## src/rtl/vga_text_writer.sv

```systemverilog
// Byte stream to vga text writes: tracks an 80x24 cursor, handles CR/LF/BS/FF; one-cycle write latency.
// Backpressure: in_ready drops for the whole screen clear (reset or FF), otherwise one byte per cycle.
module vga_text_writer #(
  parameter int         COLS       = 80,
  parameter int         ROWS       = 24,
  parameter logic [7:0] BLANK_CHAR = 8'h00
) (
  input  logic        CLK,
  input  logic        reset_n,
  input  logic [7:0]  in_char,
  input  logic        in_valid,
  output logic        in_ready,
  output logic [7:0]  write_char,
  output logic [10:0] write_char_pos,
  output logic        write_char_strobe,
  output logic [10:0] cursor_pos,
  output logic        busy
);

  localparam int CELLS = COLS * ROWS;
  localparam int CW    = (COLS > 1) ? $clog2(COLS) : 1;
  localparam int RW    = (ROWS > 1) ? $clog2(ROWS) : 1;

  localparam logic [CW-1:0] COL_MAX       = CW'(COLS - 1);
  localparam logic [RW-1:0] ROW_MAX       = RW'(ROWS - 1);
  // Clear counter is one bit wider than a position so a full 2048-cell screen can still signal done.
  localparam logic [11:0]   CLR_END       = 12'(CELLS);
  localparam logic [10:0]   LAST_ROW_BASE = 11'((ROWS - 1) * COLS);
  localparam logic [10:0]   COLS_W        = 11'(COLS);

  typedef enum logic {
    CLEAR,
    IDLE
  } state_t;

  state_t        state, state_nxt;
  logic [11:0]   clr_cnt, clr_nxt;
  logic [CW-1:0] col, col_nxt;
  logic [RW-1:0] row, row_nxt;
  logic [10:0]   cur_nxt;
  logic [7:0]    chr_nxt;
  logic [10:0]   pos_nxt;
  logic          stb_nxt;

  always_ff @(posedge CLK or negedge reset_n) begin
    if (!reset_n) begin
      state             <= CLEAR;
      clr_cnt           <= '0;
      col               <= '0;
      row               <= '0;
      cursor_pos        <= '0;
      write_char        <= BLANK_CHAR;
      write_char_pos    <= '0;
      write_char_strobe <= 1'b0;
      in_ready          <= 1'b0;
      busy              <= 1'b1;
    end else begin
      state             <= state_nxt;
      clr_cnt           <= clr_nxt;
      col               <= col_nxt;
      row               <= row_nxt;
      cursor_pos        <= cur_nxt;
      write_char        <= chr_nxt;
      write_char_pos    <= pos_nxt;
      write_char_strobe <= stb_nxt;
      in_ready          <= (state_nxt == IDLE);
      busy              <= (state_nxt == CLEAR);
    end
  end

  always_comb begin
    state_nxt = state;
    clr_nxt   = clr_cnt;
    col_nxt   = col;
    row_nxt   = row;
    cur_nxt   = cursor_pos;
    chr_nxt   = write_char;
    pos_nxt   = write_char_pos;
    stb_nxt   = 1'b0;

    case (state)
      CLEAR: begin
        if (clr_cnt == CLR_END) begin
          state_nxt = IDLE;
          col_nxt   = '0;
          row_nxt   = '0;
          cur_nxt   = '0;
        end else begin
          stb_nxt = 1'b1;
          chr_nxt = BLANK_CHAR;
          pos_nxt = clr_cnt[10:0];
          clr_nxt = clr_cnt + 12'd1;
        end
      end

      IDLE: begin
        if (in_valid && in_ready) begin
          case (in_char)
            8'h0D: begin
              col_nxt = '0;
              cur_nxt = cursor_pos - 11'(col);
            end
            8'h0A: begin
              if (row == ROW_MAX) begin
                row_nxt = '0;
                cur_nxt = cursor_pos - LAST_ROW_BASE;
              end else begin
                row_nxt = row + 1'b1;
                cur_nxt = cursor_pos + COLS_W;
              end
            end
            8'h08: begin
              if (col != '0) begin
                col_nxt = col - 1'b1;
                cur_nxt = cursor_pos - 11'd1;
                stb_nxt = 1'b1;
                chr_nxt = BLANK_CHAR;
                pos_nxt = cursor_pos - 11'd1;
              end
            end
            // Cell 0 is blanked on the accepting edge so the clear lines up with a normal write.
            8'h0C: begin
              state_nxt = CLEAR;
              clr_nxt   = 12'd1;
              stb_nxt   = 1'b1;
              chr_nxt   = BLANK_CHAR;
              pos_nxt   = '0;
            end
            default: begin
              stb_nxt = 1'b1;
              chr_nxt = in_char;
              pos_nxt = cursor_pos;
              if (col == COL_MAX) begin
                col_nxt = '0;
                if (row == ROW_MAX) begin
                  row_nxt = '0;
                  cur_nxt = '0;
                end else begin
                  row_nxt = row + 1'b1;
                  cur_nxt = cursor_pos + 11'd1;
                end
              end else begin
                col_nxt = col + 1'b1;
                cur_nxt = cursor_pos + 11'd1;
              end
            end
          endcase
        end
      end
    endcase
  end

endmodule

```

## config.mk

```make
export PLATFORM = sky130hd
export DESIGN_NAME = vga_text_writer
export DESIGN_NICKNAME = d
export VERILOG_FILES = /design/src/rtl/vga_text_writer.sv
export SDC_FILE = /design/constraint.sdc
export NUM_CORES = 1
export LEC_CHECK = 0
export ABC_AREA = 1
export CAP_MARGIN = 20
export CORE_MARGIN = 4
export CORE_UTILIZATION = 50
export DETAILED_ROUTE_END_ITERATION = 10
export DONT_BUFFER_PORTS = 1
export PLACE_DENSITY = 0.77
export SLEW_MARGIN = 0
export SYNTH_ARGS = -nofsm -noshare
export SYNTH_HDL_FRONTEND = slang
export SYNTH_SLANG_ARGS = --single-unit
```

## constraint.sdc

```tcl
create_clock -name CLK -period 2.1 [get_ports CLK]
set_clock_uncertainty 0.1 [all_clocks]
set_input_delay 0.63 -clock CLK [delete_from_list [all_inputs] [get_ports CLK]]
set_output_delay 0.63 -clock CLK [all_outputs]
set_load 0.01 [all_outputs]
```

# Yosys cells after proc, flatten, opt, wreduce, memory -nomap -nowiden
# Index checks and enable logic that the tools add are counted.
[totals]
inputBits = 11
reg_bits = 57
out_inout_bits = 33
[classes]
addsub = 9
bitwise_logic = 2
n_reduce_logical = 10
eq_ne = 17
n_mux = 42
[ops]
columns = ["op", "n"]
rows = [
  ["two-way mux 11 bit", 8],
  ["case mux 11 bit (2 select lines)", 2],
  ["case mux 11 bit (4 select lines)", 1],
  ["two-way mux 12 bit", 3],
  ["case mux 11 bit (3 select lines)", 1],
  ["equality test 8 x 4 -> 1 bit, second input constant", 4],
  ["two-way mux 7 bit", 4],
  ["two-way mux 8 bit", 3],
  ["case mux 12 bit (2 select lines)", 1],
  ["case mux 8 bit (3 select lines)", 1],
  ["case mux 7 bit (3 select lines)", 1],
  ["two-way mux 5 bit", 4],
  ["case mux 5 bit (2 select lines)", 2],
  ["case mux 8 bit (2 select lines)", 1],
  ["AND reduction 4 bit", 4],
  ["case mux 7 bit (2 select lines)", 1],
  ["adder 12 x 1 -> 12 bit, second input constant", 1],
  ["equality test 12 x 11 -> 1 bit, second input constant", 1],
  ["inequality test 2 bit, second input constant", 6],
  ["adder 11 x 1 -> 11 bit, second input constant", 1],
  ["adder 11 x 7 -> 11 bit, second input constant", 1],
  ["subtractor 11 x 1 -> 11 bit, second input constant", 1],
  ["subtractor 11 bit, second input constant", 1],
  ["subtractor 11 x 7 -> 11 bit", 1],
  ["16 further kinds", 26],
]

# Depth between registers and ports, before layout
# Gate-level depths: netlist (run 1).
[logic_depth]
ltp_word = 6
depth_mapped = 15

# Least setup slack after synthesis (run 1)
# Ideal clock, no wire load.
[synth_path]
path_type = "reg-to-reg"
startpoint = "register cursor_pos[0]"
endpoint = "register cursor_pos[6]"
setup_slack_ns = -0.045
stages_incl_launch_ff = 14
period_less_slack_ns = 2.145
t_arrival_ns = 1.928
n_path_buf = 1
setup_ns = 0.117
t_required_ns = 1.883
path_cell_list = "dfrtp_1 > buf_2 > inv_1 > ha_1 > inv_1 > fa_1 > nand2_1 > nand3_1 > nand3_1 > nand3b_1 > nand3_1 > nand2_1 > nand3_1 > nand2_1"
[synth_between]
elab_chain_len = 6
[synth_lines]
columns = ["item", "line_no", "rtl"]
rows = [
  ["start, declared", "16", "output logic [10:0] cursor_pos,"],
  ["start signal, assigned", "62", "cursor_pos <= cur_nxt;"],
  ["adder 11 x 1 -> 11 bit", "140, 144", ""],
  ["two-way mux 11 bit", "135", "if (row == ROW_MAX) begin"],
  ["two-way mux 11 bit", "133", "if (col == COL_MAX) begin"],
  ["case mux 11 bit (4 select lines) *", "98", "case (in_char)"],
  ["two-way mux 11 bit *", "97", "if (in_valid && in_ready) begin"],
  ["case mux 11 bit (2 select lines) *", "81", "case (state)"],
]
# Mark *: on every way between the ends. The rest lies on a longest branch, timed or not. The select of a mux whose other input is x is not followed.
# A chain may end at the register's enable or synchronous reset.

# Worst setup path after layout (run 1)
[layout_path]
startpoint = "register row[0]"
endpoint = "register cursor_pos[10]"
[layout_between]
elab_chain_len = 6
[layout_lines]
columns = ["item", "line_no", "rtl"]
rows = [
  ["start, declared", "39", "logic [RW-1:0] row, row_nxt;"],
  ["start signal, assigned", "61", "row <= row_nxt;"],
  ["equality test 5 bit *", "104, 135", ""],
  ["two-way mux 11 bit", "135", ""],
  ["two-way mux 11 bit", "133", ""],
  ["case mux 11 bit (4 select lines) *", "98", ""],
  ["two-way mux 11 bit *", "97", ""],
  ["case mux 11 bit (2 select lines) *", "81", ""],
]
# Marks and branches as above.

==> results by group, run 1 <==
Global route
  – Vias in the first global route: 4682
  – First-pass GRT wire length: 22400 um
  – Total GRT Usage: 24.5%
  – Largest net degree at the start of global routing: 57
  – Grt total ovfl: 0
  – Initial antenna violation count: 0

Route
  – Iter 0 DRT Violations: 497
  – Wire per inst: 15.1 um
  – Final ANT Viol Nets: 0
  – Post-route DRC: 0
  – Drt via density: 5.48
  – WL final: 13400 um
  – Vias: 4878
  – Initial DRT Pass Iterations: 5

Clocking
  – # clock sinks: 57
  – Clock transition at path regs: 0.07 ns
  – CTS tree: yes
  – CTS Buffer Depth: 2
  – Skew-Pair Late Insertion Delay: 0.34 ns
  – Root Buffer: clkbuf_8
  – CTS Buf Count: 9
  – H-Tree Depth: 3

Worst setup path
  – Delay of the slowest critical-path stage: 0.41 ns
  – Crit end category: flip-flop
  – Crit Path Category: flip-flop to flip-flop
  – Slowest stage cell, crit path: dfrtp_1
  – WP data required: 2.24 ns
  – CP most frequent cell: nand2_1
  – WP buf/inv: 1
  – Delay-heaviest family, CP: simple AND/OR/NAND/NOR gates
  – CP arrival: 2.16 ns
  – CP max FO: 5
  – Cells along the critical path: ha_2 > nand2_2 > nor3_4 > ha_4 > inv_1 > nor2_1 > nand3_1 > nand2_1 > nand2_1 > nand3_1 > nand2_1 > nor2_2 > nand2_1 > nand2_1 > nand2_1
  – Worst Setup Start Kind: flip-flop

Synthesis
  – Post-Synthesis Cell Area: 0.00481 sq mm
  – Share of the synthesized area in the top cell type: 29.2%
  – Cells after Synth: 723
  – Synthesized flop and latch total: 57
  – Net count after synthesis: 753
  – Syn Area/Cell: 6.65 sq um
  – Synth warn: 0
  – Synth top area cells: dfrtp_1 29%, nand2_1 19%, nand3_1 7.6%
  – Unique cell type count in the Yosys netlist: 42
  – Register area share after synthesis: 29.7%
  – Synth area leader: dfrtp_1

Run status
  – Run status: complete, no violations

Floorplanning
  – Initial Utilization: 51.8%
  – Die area: 0.0112 sq mm
  – Die Span Y: 106 um
  – Core area: 0.00928 sq mm
  – # rows: 35
  – I/O pins: 44
  – Chip Width: 106 um

Finish
  – Ant. Diodes: 0
  – Multi-input logic area: 0.00298 sq mm
  – Post-layout util: 58.7%
  – Share of layout cells above drive strength 1: 18.3%
  – Design area: 0.00545 sq mm
  – Number of fill cells: 865
  – Reg area: 0.00143 sq mm
  – Area grow syn2layout: 13.3%
  – Final nets: 786

STA
  – RSZ-0062 raised after global routing: true
  – Worst-margin pin slew: 0.560 ns
  – Crit path time final: 2.02 ns
  – Final worst-path cycle share: 96.2%
  – Max Slew Vio Count: 0
  – Final setup violation count: 0
  – Peak Freq: 495 MHz
  – Hold Violations, Final: 0
  – Post-route setup TNS: 0 ns
  – Max-slew headroom: 62.4%

Place
  – HPWL Detailed: 10100 um
  – RePlAce Congestion: 0.943
  – PortBufs: 0
  – Post-DP Area: 0.00508 sq mm

Power and ir drop
  – Peak supply drop: 340 uV
  – PwrDens: 411 mW/mm^2
  – Leakage power: 2.91 nW

Worst hold path
  – HP Class: input port to async pin

Job
  – Max Cap Viol: 0
final timing paths:
kind,endpoint,slack [ns],cells after the start,start
min in group CLK,write_char[2],0.32,2,in_char[2]
worst max register to register,cursor_pos[10],0.08,15,row[0]
worst min register to register,row[4],0.41,2,row[4]
worst max-delay path,cursor_pos[10],0.08,15,row[0]
max in group asynchronous,clr_cnt[0],1.60,1,reset_n
worst min-delay path,busy,0.02,0,reset_n
per-layer routing:
metal,vias up,part of all wire [%],global-route usage [%]
li1,2384,-,-
met1,2251,42,31.2
met2,210,49,41.5
met3,33,6.7,4.07
met4,0,2.4,9.62
met5,-,0,0
layout by cell type (no fill, tap or decap), types with 12 or more instances in the layout:
cell,count
dfrtp_1,54
buf_4,44
xor2_1,14
o21ai_0,23
nor2_1,76
nand2_2,15
a21oi_1,15
nand3_1,70
nand2_1,238
inv_2,12
inv_1,66
ha_1,13
flip-flops by register name, indices dropped and copies added, names as in the netlist:
register,cells
row,5
cursor_pos,11
clr_cnt,12
write_char,8
col,7
busy,1
state,1
write_char_strobe,1
write_char_pos,11
synth_stat cells (all sizes together):
library cell	number
nand2	262
fa	1
or3	1
xor2	14
or2	2
nand3b	4
xnor2	2
buf	18
dfrtp	56
dfstp	1
o21ai	42
o22ai	6
clkbuf	6
nor2	87
nor3b	2
nor3	7
nand3	75
a31oi	1
o31ai	3
ha	18
o211ai	7
inv	79
nand4	11
a21oi	16
o21bai	2
stage by stage:
step	worst slack (ns)	cells	hold slack [ns]	power, mW
after floorplan	0.00773	723	0.234	1.16
after global placement	0.0405	866	0.237	1.17
after detailed placement	-0.0223	866	0.237	1.17
after CTS	0.00134	885	0.0120	2.24
after global routing	-0.0564	890	0.00636	2.32
final	0.0805	890	0.0220	2.24
worst register-to-register path, cell delays in order, from the launching register on:
cell	delay, ns
dfrtp_1	0.41
ha_2	0.20
nand2_2	0.10
nor3_4	0.05
ha_4	0.30
inv_1	0.04
nor2_1	0.08
nand3_1	0.09
nand2_1	0.07
nand2_1	0.05
nand3_1	0.08
nand2_1	0.06
nor2_2	0.12
nand2_1	0.06
nand2_1	0.06
nand2_1	0.04
cell type report:
class                      count  area share [%]
clock buffer                  11            2.60
clock inverter                 5            1.01
inverter                      79            5.49
multi-input combinational    563            54.7
sequential                    57            26.3
tap                          129            2.96
timing repair buffer          46            6.94
report_power, final:
part | total, mW | switching (mW) | internal [mW] | leakage [nW]
logic | 0.0741 | 0.0496 | 0.0245 | 2.08
registers | 1.11 | 0.00563 | 1.10 | 0.734
clock network | 1.06 | 0.480 | 0.576 | 0.0953
logic make-up (layout without fill, tap and decap cells):
logic type	count (synthesis)	after routing	share of synthesized area [%]
AOI/OAI and AO/OA	77	77	9.71
xor gates and xnor gates	16	16	2.92
adders and majority gates	19	19	5.10
buffers and inverters	103	141	10.0
DFF	57	57	29.7
and+or+nand+nor	451	451	42.6
what timing repair did:
| item | 4_1_cts | 5_1_grt |
|---|---|---|
| hold buffers | 1 | 0 |
| endpoints found under the setup margin | 1 | 23 |
| buffers inserted | 2 | 5 |
| pin swaps | 5 | 5 |
| resized for setup | 2 | 19 |
| hold endpoints to repair | 56 | 0 |
Note: power is estimated with default switching activity, not from simulation.
==> run 2, diff against run 1 <==
--- a/config.mk
+++ b/config.mk
@@ -7,11 +7,11 @@
 export LEC_CHECK = 0
 export ABC_AREA = 1
 export CAP_MARGIN = 20
-export CORE_MARGIN = 4
+export CORE_MARGIN = 2
 export CORE_UTILIZATION = 50
 export DETAILED_ROUTE_END_ITERATION = 10
 export DONT_BUFFER_PORTS = 1
-export PLACE_DENSITY = 0.77
+export PLACE_DENSITY = 0.74
 export SLEW_MARGIN = 0
 export SYNTH_ARGS = -nofsm -noshare
 export SYNTH_HDL_FRONTEND = slang
==> constraint.sdc (replaced) <==
create_clock -name CLK -period 2.16 [get_ports CLK]
set_clock_uncertainty 0.1 [all_clocks]
set_input_delay 0.648 -clock CLK [delete_from_list [all_inputs] [get_ports CLK]]
set_output_delay 0.648 -clock CLK [all_outputs]
set_load 0.01 [all_outputs]
==> results by group, run 2 (same netlist as run 1, synthesis figures left out) <==
Run status
  – Run status: complete, no violations

Finish
  – Number of fill cells: 913
  – Area grow syn2layout: 9.48%
  – Largest Register: clr_cnt
  – Max reg flops: 12
  – Commonest non-fill, non-tap cell in the layout: nand2_1
  – Design area: 0.00526 sq mm
  – Biggest regs: clr_cnt x12, cursor_pos x11, write_char_pos x11
  – Most frequent cells in the layout: 239 x nand2_1, 76 x nor2_1, 70 x nand3_1
  – Final nets: 770
  – Share of layout cells above drive strength 1: 16.0%
  – Ant. Diodes: 0

Power and ir drop
  – Peak supply drop: 402 uV
  – Leakage power: 2.82 nW
  – PwrDens: 385 mW/mm^2

STA
  – Hold Violations, Final: 0
  – Max Slew Vio Count: 0
  – Worst-margin pin slew: 0.493 ns
  – Final WS setup: 0.152 ns
  – Final worst-path cycle share: 93.0%
  – Crit path time final: 2.01 ns
  – Final setup violation count: 0
  – Max-slew headroom: 66.9%
  – Peak Freq: 498 MHz
  – RSZ-0062 raised after global routing: true

Floorplanning
  – Chip Width: 102 um
  – Core area: 0.00928 sq mm
  – Die Span Y: 102 um
  – Die area: 0.0104 sq mm
  – Initial Utilization: 51.8%
  – I/O pins: 44
  – # rows: 35

Place
  – RePlAce Congestion: 0.883
  – Post-DP Area: 0.00500 sq mm
  – PortBufs: 0
  – HPWL Detailed: 9930 um
  – Post-Place Worst Slack: -0.0408 ns

Route
  – Vias: 4790
  – Post-route DRC: 0
  – Initial DRT Pass Iterations: 5
  – Final ANT Viol Nets: 0
  – Wire per inst: 15.1 um
  – Drt via density: 5.49
  – Iter 0 DRT Violations: 394
  – WL final: 13200 um

Global route
  – Total GRT Usage: 27.4%
  – Initial antenna violation count: 0
  – Vias in the first global route: 4645
  – Grt total ovfl: 0
  – Largest net degree at the start of global routing: 57
  – First-pass GRT wire length: 22600 um

Worst setup path
  – Worst Reg-to-Reg Cells: 12
  – Crit Path Category: flip-flop to flip-flop
  – Worst Setup Start Kind: flip-flop
  – CP arrival: 2.19 ns
  – WP data required: 2.35 ns
  – Crit end category: flip-flop
  – CP max FO: 10

Clocking
  – CTS tree: yes
  – H-Tree Depth: 3
  – CTS Buf Count: 9
  – Root Buffer: clkbuf_8
  – Skew-Pair Late Insertion Delay: 0.35 ns
  – # clock sinks: 57
  – Clock transition at path regs: 0.06 ns
  – CTS Buffer Depth: 2

Job
  – Max Cap Viol: 0

Worst hold path
  – HP Class: input port to async pin
[run 2: metal layers]
layer  vias up  part of all wire (%)  track usage, %
met2       193                    48            45.5
met5         -                     0               0
li1       2340                     -               -
met4         0                   3.2            11.1
met1      2222                    43            36.3
met3        35                   6.1            3.90
[run 2: worst max-delay path, cell delays in order, from the launching register on]
cell,delay (ns)
dfrtp_1,0.45
inv_1,0.13
ha_1,0.15
inv_1,0.04
nor2_1,0.13
nand3_1,0.13
nand2_2,0.12
nand2_1,0.07
inv_2,0.09
nand3_4,0.13
nor2_4,0.25
nand2_1,0.10
nand2_1,0.06
[run 2: cell type report]
cell class | count | area (sq um) | area share [%]
clock buffer | 11 | 141 | 2.69
clock inverter | 4 | 20.0 | 0.380
inverter | 79 | 299 | 5.68
multi-input combinational | 563 | 2950 | 56.1
sequential | 57 | 1430 | 27.2
tap | 129 | 161 | 3.07
timing repair buffer | 30 | 258 | 4.90
[run 2: final timing paths]
check	from	end	slack [ns]
setup / recovery	clr_cnt[0]	col[2]	0.15
hold / removal	reset_n	busy	0.04
setup reg to reg	clr_cnt[0]	col[2]	0.15
hold reg to reg	row[4]	row[4]	0.42
max in group asynchronous	reset_n	col[4]	1.63
min in group CLK	in_char[3]	write_char[3]	0.34
[run 2: what timing repair did]
item / 4_1_cts / 5_1_grt
hold endpoints to repair: 56 / 0
setup endpoints to repair: 3 / 14
hold buffers: 1 / 0
setup buffers: 0 / 2
pin swaps: 0 / 2
resized for setup: 1 / 17
cloned: 0 / 0
[run 2: power breakdown]
| part | total (mW) | internal [mW] | switching, mW | leakage [nW] |
|---|---|---|---|---|
| Clock | 0.874 | 0.433 | 0.441 | 0.0887 |
| Sequential | 1.08 | 1.07 | 0.00499 | 0.731 |
| Combinational | 0.0725 | 0.0240 | 0.0485 | 2.00 |
[run 2: metrics by stage]
| step | utilization [%] | setup TNS (ns) | instances | power [mW] | hold slack, ns |
|---|---|---|---|---|---|
| final | 56.7 | 0 | 873 | 2.02 | 0.0440 |
| after global routing | 56.7 | -0.00435 | 873 | 2.10 | 0.0311 |
| after CTS | 56.0 | 0 | 871 | 2.03 | 0.0287 |
| after detailed placement | 53.9 | -0.0602 | 855 | 1.14 | 0.254 |
| after global placement | 53.9 | 0 | 855 | 1.14 | 0.254 |
| after floorplan | - | 0 | 723 | 1.13 | 0.252 |
==> run 3, diff against run 2 <==
==> constraint.sdc (replaced) <==
create_clock -name CLK -period 1.85 [get_ports CLK]
set_clock_uncertainty 0.1 [all_clocks]
set_input_delay 0.555 -clock CLK [delete_from_list [all_inputs] [get_ports CLK]]
set_output_delay 0.555 -clock CLK [all_outputs]
set_load 0.01 [all_outputs]
==> results by group, run 3 (same netlist as run 1, synthesis figures left out) <==
Place
  – RePlAce Congestion: 0.935
  – HPWL Detailed: 10300 um
  – PortBufs: 0
  – Post-Place Worst Slack: -0.108 ns

Floorplanning
  – Die area: 0.0104 sq mm
  – Initial Utilization: 51.8%
  – Chip Width: 102 um
  – Die Span Y: 102 um
  – Core area: 0.00928 sq mm
  – I/O pins: 44
  – # rows: 35

Power and ir drop
  – Total Power: 2.55 mW
  – Leakage power: 3.25 nW
  – Net Sw Frac: 25.2%
  – Peak supply drop: 304 uV
  – P_int: 1.91 mW
  – PwrDens: 413 mW/mm^2
  – Sw Pwr: 0.644 mW
  – Clock power share: 48.2%
  – Sequential Power Share: 49.2%
  – Comb power frac: 2.6%

Route
  – Wire per inst: 15.2 um
  – Final ANT Viol Nets: 0
  – WL final: 14400 um
  – Post-route DRC: 0
  – Vias: 5109
  – Drt via density: 5.37
  – Iter 0 DRT Violations: 393
  – Initial DRT Pass Iterations: 6

Finish
  – Commonest non-fill, non-tap cell in the layout: nand2_1
  – Post-layout util: 66.5%
  – Multi-input logic area: 0.00317 sq mm
  – Reg area: 0.00144 sq mm
  – Largest Register: clr_cnt
  – Most frequent cells in the layout: 227 x nand2_1, 91 x buf_4, 70 x nand3_1
  – Biggest regs: clr_cnt x12, cursor_pos x11, write_char_pos x11
  – Share of layout cells above drive strength 1: 29.6%
  – Area grow syn2layout: 28.5%
  – Number of fill cells: 796
  – Max reg flops: 12
  – Final nets: 847
  – Ant. Diodes: 0

STA
  – Max Slew Vio Count: 0
  – Final worst-path cycle share: 109%
  – Peak Freq: 494 MHz
  – Final setup violation count: 17
  – Hold WS: -0.211 ns
  – Max-slew headroom: 65.1%
  – Crit path time final: 2.02 ns
  – RSZ-0062 raised after global routing: true
  – Worst-margin pin slew: 0.520 ns
  – Final WS setup: -0.174 ns
  – Hold Violations, Final: 57

Clocking
  – Clock transition at path regs: 0.08 ns
  – Root Buffer: clkbuf_8
  – # clock sinks: 57
  – CTS Buffer Depth: 2
  – CTS Buf Count: 9
  – H-Tree Depth: 3
  – Skew-Pair Late Insertion Delay: 0.35 ns
  – CTS tree: yes

Global route
  – First-pass GRT wire length: 22400 um
  – Initial antenna violation count: 0
  – Largest net degree at the start of global routing: 58
  – Vias in the first global route: 4749
  – Total GRT Usage: 27.7%
  – Grt total ovfl: 0

Run status
  – Failing checks: hold timing, setup timing
  – Run status: complete, but fails checks

Worst setup path
  – Crit Path Category: flip-flop to flip-flop
  – CP arrival: 2.17 ns
  – WP data required: 2.00 ns
  – Reg2Reg Setup Slack: -0.17 ns
  – Crit end category: flip-flop
  – CP max FO: 5
  – Worst Setup Start Kind: flip-flop

Job
  – Max Cap Viol: 0

Worst hold path
  – HP Class: input port to async pin
-- run 3: worst paths after layout --
| kind | start | end | cells past startpoint |
|---|---|---|---|
| min in group CLK | in_char[2] | write_char[2] | 2 |
| worst min register to register | row[4] | row[4] | 2 |
| worst max register to register | row[1] | cursor_pos[8] | 13 |
| max in group asynchronous | reset_n | busy | 0 |
| worst min-delay path | reset_n | cursor_pos[0] | 0 |
| worst max-delay path | row[1] | cursor_pos[8] | 13 |
-- run 3: what timing repair did --
| action | CTS | global route |
|---|---|---|
| cloned | 1 | 2 |
| pin swaps | 9 | 14 |
| endpoints found under the hold margin | 57 | 57 |
| endpoints found under the setup margin | 32 | 43 |
| setup buffers | 1 | 16 |
| gates resized for setup | 12 | 75 |
-- run 3: area by class of cell --
class | count | share of cell area (%)
multi-input cells | 564 | 51.3
flip-flops and latches | 57 | 23.2
repair buffers | 105 | 14.4
clock inverters | 6 | 1.09
well taps | 129 | 2.61
inverters | 79 | 5.13
clock buffers | 10 | 2.07
repair inverters | 1 | 0.101
-- run 3: layer usage --
layer	GRT usage, %	vias up	share of wire, %
li1	-	2504	-
met1	36.6	2378	43
met2	46.0	202	48
met3	5.61	25	7.3
met4	8.21	0	1.7
met5	0	-	0
-- run 3: per-stage QoR --
| step | TNS (ns) | instances | instance area, sq um |
|---|---|---|---|
| after CTS | -0.345 | 934 | 5790 |
| after global placement | -0.224 | 916 | 5550 |
| final | -0.753 | 951 | 6180 |
| after detailed placement | -0.879 | 916 | 5550 |
| after global routing | -2.72 | 951 | 6180 |
| after floorplan | -0.269 | 723 | 4860 |
-- run 3: power groups by stage --
stage / clock network [mW] / logic (mW) / registers (mW)
after detailed placement: 0 / 0.0567 / 1.28
after floorplan: 0 / 0.0408 / 1.28
final: 1.23 / 0.0662 / 1.25
after global placement: 0 / 0.0548 / 1.28
after CTS: 1.24 / 0.0595 / 1.25
after global routing: 1.31 / 0.0732 / 1.26
-- run 3: worst max-delay path: stages (launching register included) --
cell and delay, ns:
dfrtp_1 0.36, ha_2 0.19, nand2_2 0.08, nor3_4 0.24, ha_4 0.27, buf_4 0.14, nand2_2 0.06, nand3_1 0.06
nand3_1 0.09, nand2_1 0.06, nor2_2 0.10, nand2_1 0.06, nand2_1 0.06, nand2_1 0.05
==> RTL change: new RTL, settings of run 2 <==
`ROWS`: 24 -> 12.
--- a/src/rtl/vga_text_writer.sv
+++ b/src/rtl/vga_text_writer.sv
@@ -2,7 +2,7 @@
 // Backpressure: in_ready drops for the whole screen clear (reset or FF), otherwise one byte per cycle.
 module vga_text_writer #(
   parameter int         COLS       = 80,
-  parameter int         ROWS       = 24,
+  parameter int         ROWS       = 12,
   parameter logic [7:0] BLANK_CHAR = 8'h00
 ) (
   input  logic        CLK,
Behaviour: no difference found for any inputs over 10 cycles, from zero or initial values and one cycle with reset_n low; that may be too few to reach the edited logic, so the function may still have changed.
==> RTL change against run 2 <==
  * Total power shrank 16%
  * Final area shrank 4.7%
  * Area after synthesis shrank 3.4%
  * Sequential share of layout area grew 0.83 points
  * Worst setup slack gained 0.0074 ns
  * Sequential cell count shrank 1
  * Via count shrank 2.0%
  * Routed wire length shrank 4.6%
==> RTL change: results (changes against run 2) <==
Pwr dens = 339 mW/mm² (-12%)
Post-synth cell types = 36 (-14%)
Synth Instances = 726 (+0.41%)
Largest registers = clr_cnt x12, cursor_pos x11, write_char_pos x11
Worst skew pair latency = 0.32 ns (-0.03 ns)
Status = complete, no violations
Synth top cells by count = 243 x nand2_1, 77 x nor2_1, 75 x nand3_1, 74 x inv_1, 55 x dfrtp_1
Reg area = 0.00141 mm² (-1.7%)
Clk pwr share = 35.8% (-7.4 points)
Static Leak = 0.00246 µW (-13%)
Largest fanout on the critical path = 4 (-6)
Post-synth top area share = 29.6% (+0.48 points)
Layout cells sized above 1 = 11.1% (-4.9 points)
Num CTS Buffers = 5 (-4)
Slowest CP cell = dfrtp_1
Met3 WL = 717 µm (-11%)
Ranking of synthesized cells by area = dfrtp_1 30%, nand2_1 20%, nand3_1 8.1%
Critical setup path kind = register to register
Htree depth = 2 (-1)
DRT iter0 DRCs = 295 (-25%)
TritonRoute pass-1 iters = 5 (unchanged)
Post-Synthesis Net Count = 757 (+0.53%)
Final GP Congestion = 0.962 (+9.0%)
Avg Vias per Cell = 5.51 (+0.51%)
Worst setup slack after placement = 0.0674 ns (+0.108 ns)
Psw = 408 µW (-17%)
Slew headroom = 70.1% (+3.2 points)
ANT cells = 0 (unchanged)
Fill cell count = 908 (-0.55%)
WL met1 = 5340 µm (-5.7%)
Total number of vias = 4693 (-2.0%)
Required @ worst endpoint = 2.28 ns (-0.07 ns)
CP max stage delay = 0.43 ns (-0.02 ns)
Placed cell count = 841 (-1.6%)
Final Hold Slack = 0.0637 ns (+0.0198 ns)
Vias in the first global route = 4535 (-2.4%)
GRT Total Usage = 26.3% (-1.2 points)
Final wirelength = 12600 µm (-4.6%)
Clock period minus worst slack = 2.00 ns (-0.00740 ns)
Worst setup startpoint = col[0]
Register clock-pin slew on the reported worst setup and hold paths = 0.11 ns (+0.05 ns)
First-pass GRT wire length = 21200 µm (-6.0%)
Placed Area = 0.00486 mm² (-2.9%)
Wire length on met2 = 6170 µm (-1.8%)
FF-to-FF End = cursor_pos[8]
Met2 GRT Util = 46.2% (+0.71 points)
Peak VDD IR = 0.223 mV (-45%)
Largest net degree at the start of global routing = 56 (-1.8%)
Sequential share of the synthesized area = 30.2% (+0.50 points)
Comb. pwr = 43.6 µW (-40%)
M3 GR Usage = 3.48% (-0.42 points)
Met1 Use GR = 32.8% (-3.5 points)
Top routing layer in use = met4
Initial antenna violation count = 0 (unchanged)
Hpwl dp = 9570 µm (-3.6%)
[RTL change: cell count changes after synthesis, moves of 5 or more]
cell	before	now
nand2_2	13	7
o21ai_2	10	0
nand2_4	9	3
o21ai_1	8	18
o21ai_0	24	34
buf_2	9	14
inv_1	69	74
[RTL change: cells by family after synthesis]
logic type / count (synthesis) / synth area share (%)
AOI/OAI and AO/OA: 84 / 9.65
xor gates and xnor gates: 18 / 3.40
adders and majority gates: 20 / 5.55
buffers and inverters: 107 / 9.92
DFF: 56 / 30.2
and+or+nand+nor: 441 / 41.3
[RTL change: final cells by class]
cell class | instances | area share [%]
clock buffer | 6 | 1.45
clock inverter | 2 | 0.274
inverter | 83 | 6.21
multi-input combinational | 563 | 56.1
sequential | 56 | 28.0
tap | 111 | 2.77
timing repair buffer | 30 | 5.14
[RTL change: timing repair]
item / CTS / global route
hold buffers: 1 / 0
setup endpoints to repair: 0 / 30
gates resized for setup: 0 / 11
endpoints found under the hold margin: 55 / 0
buffers inserted: 0 / 1
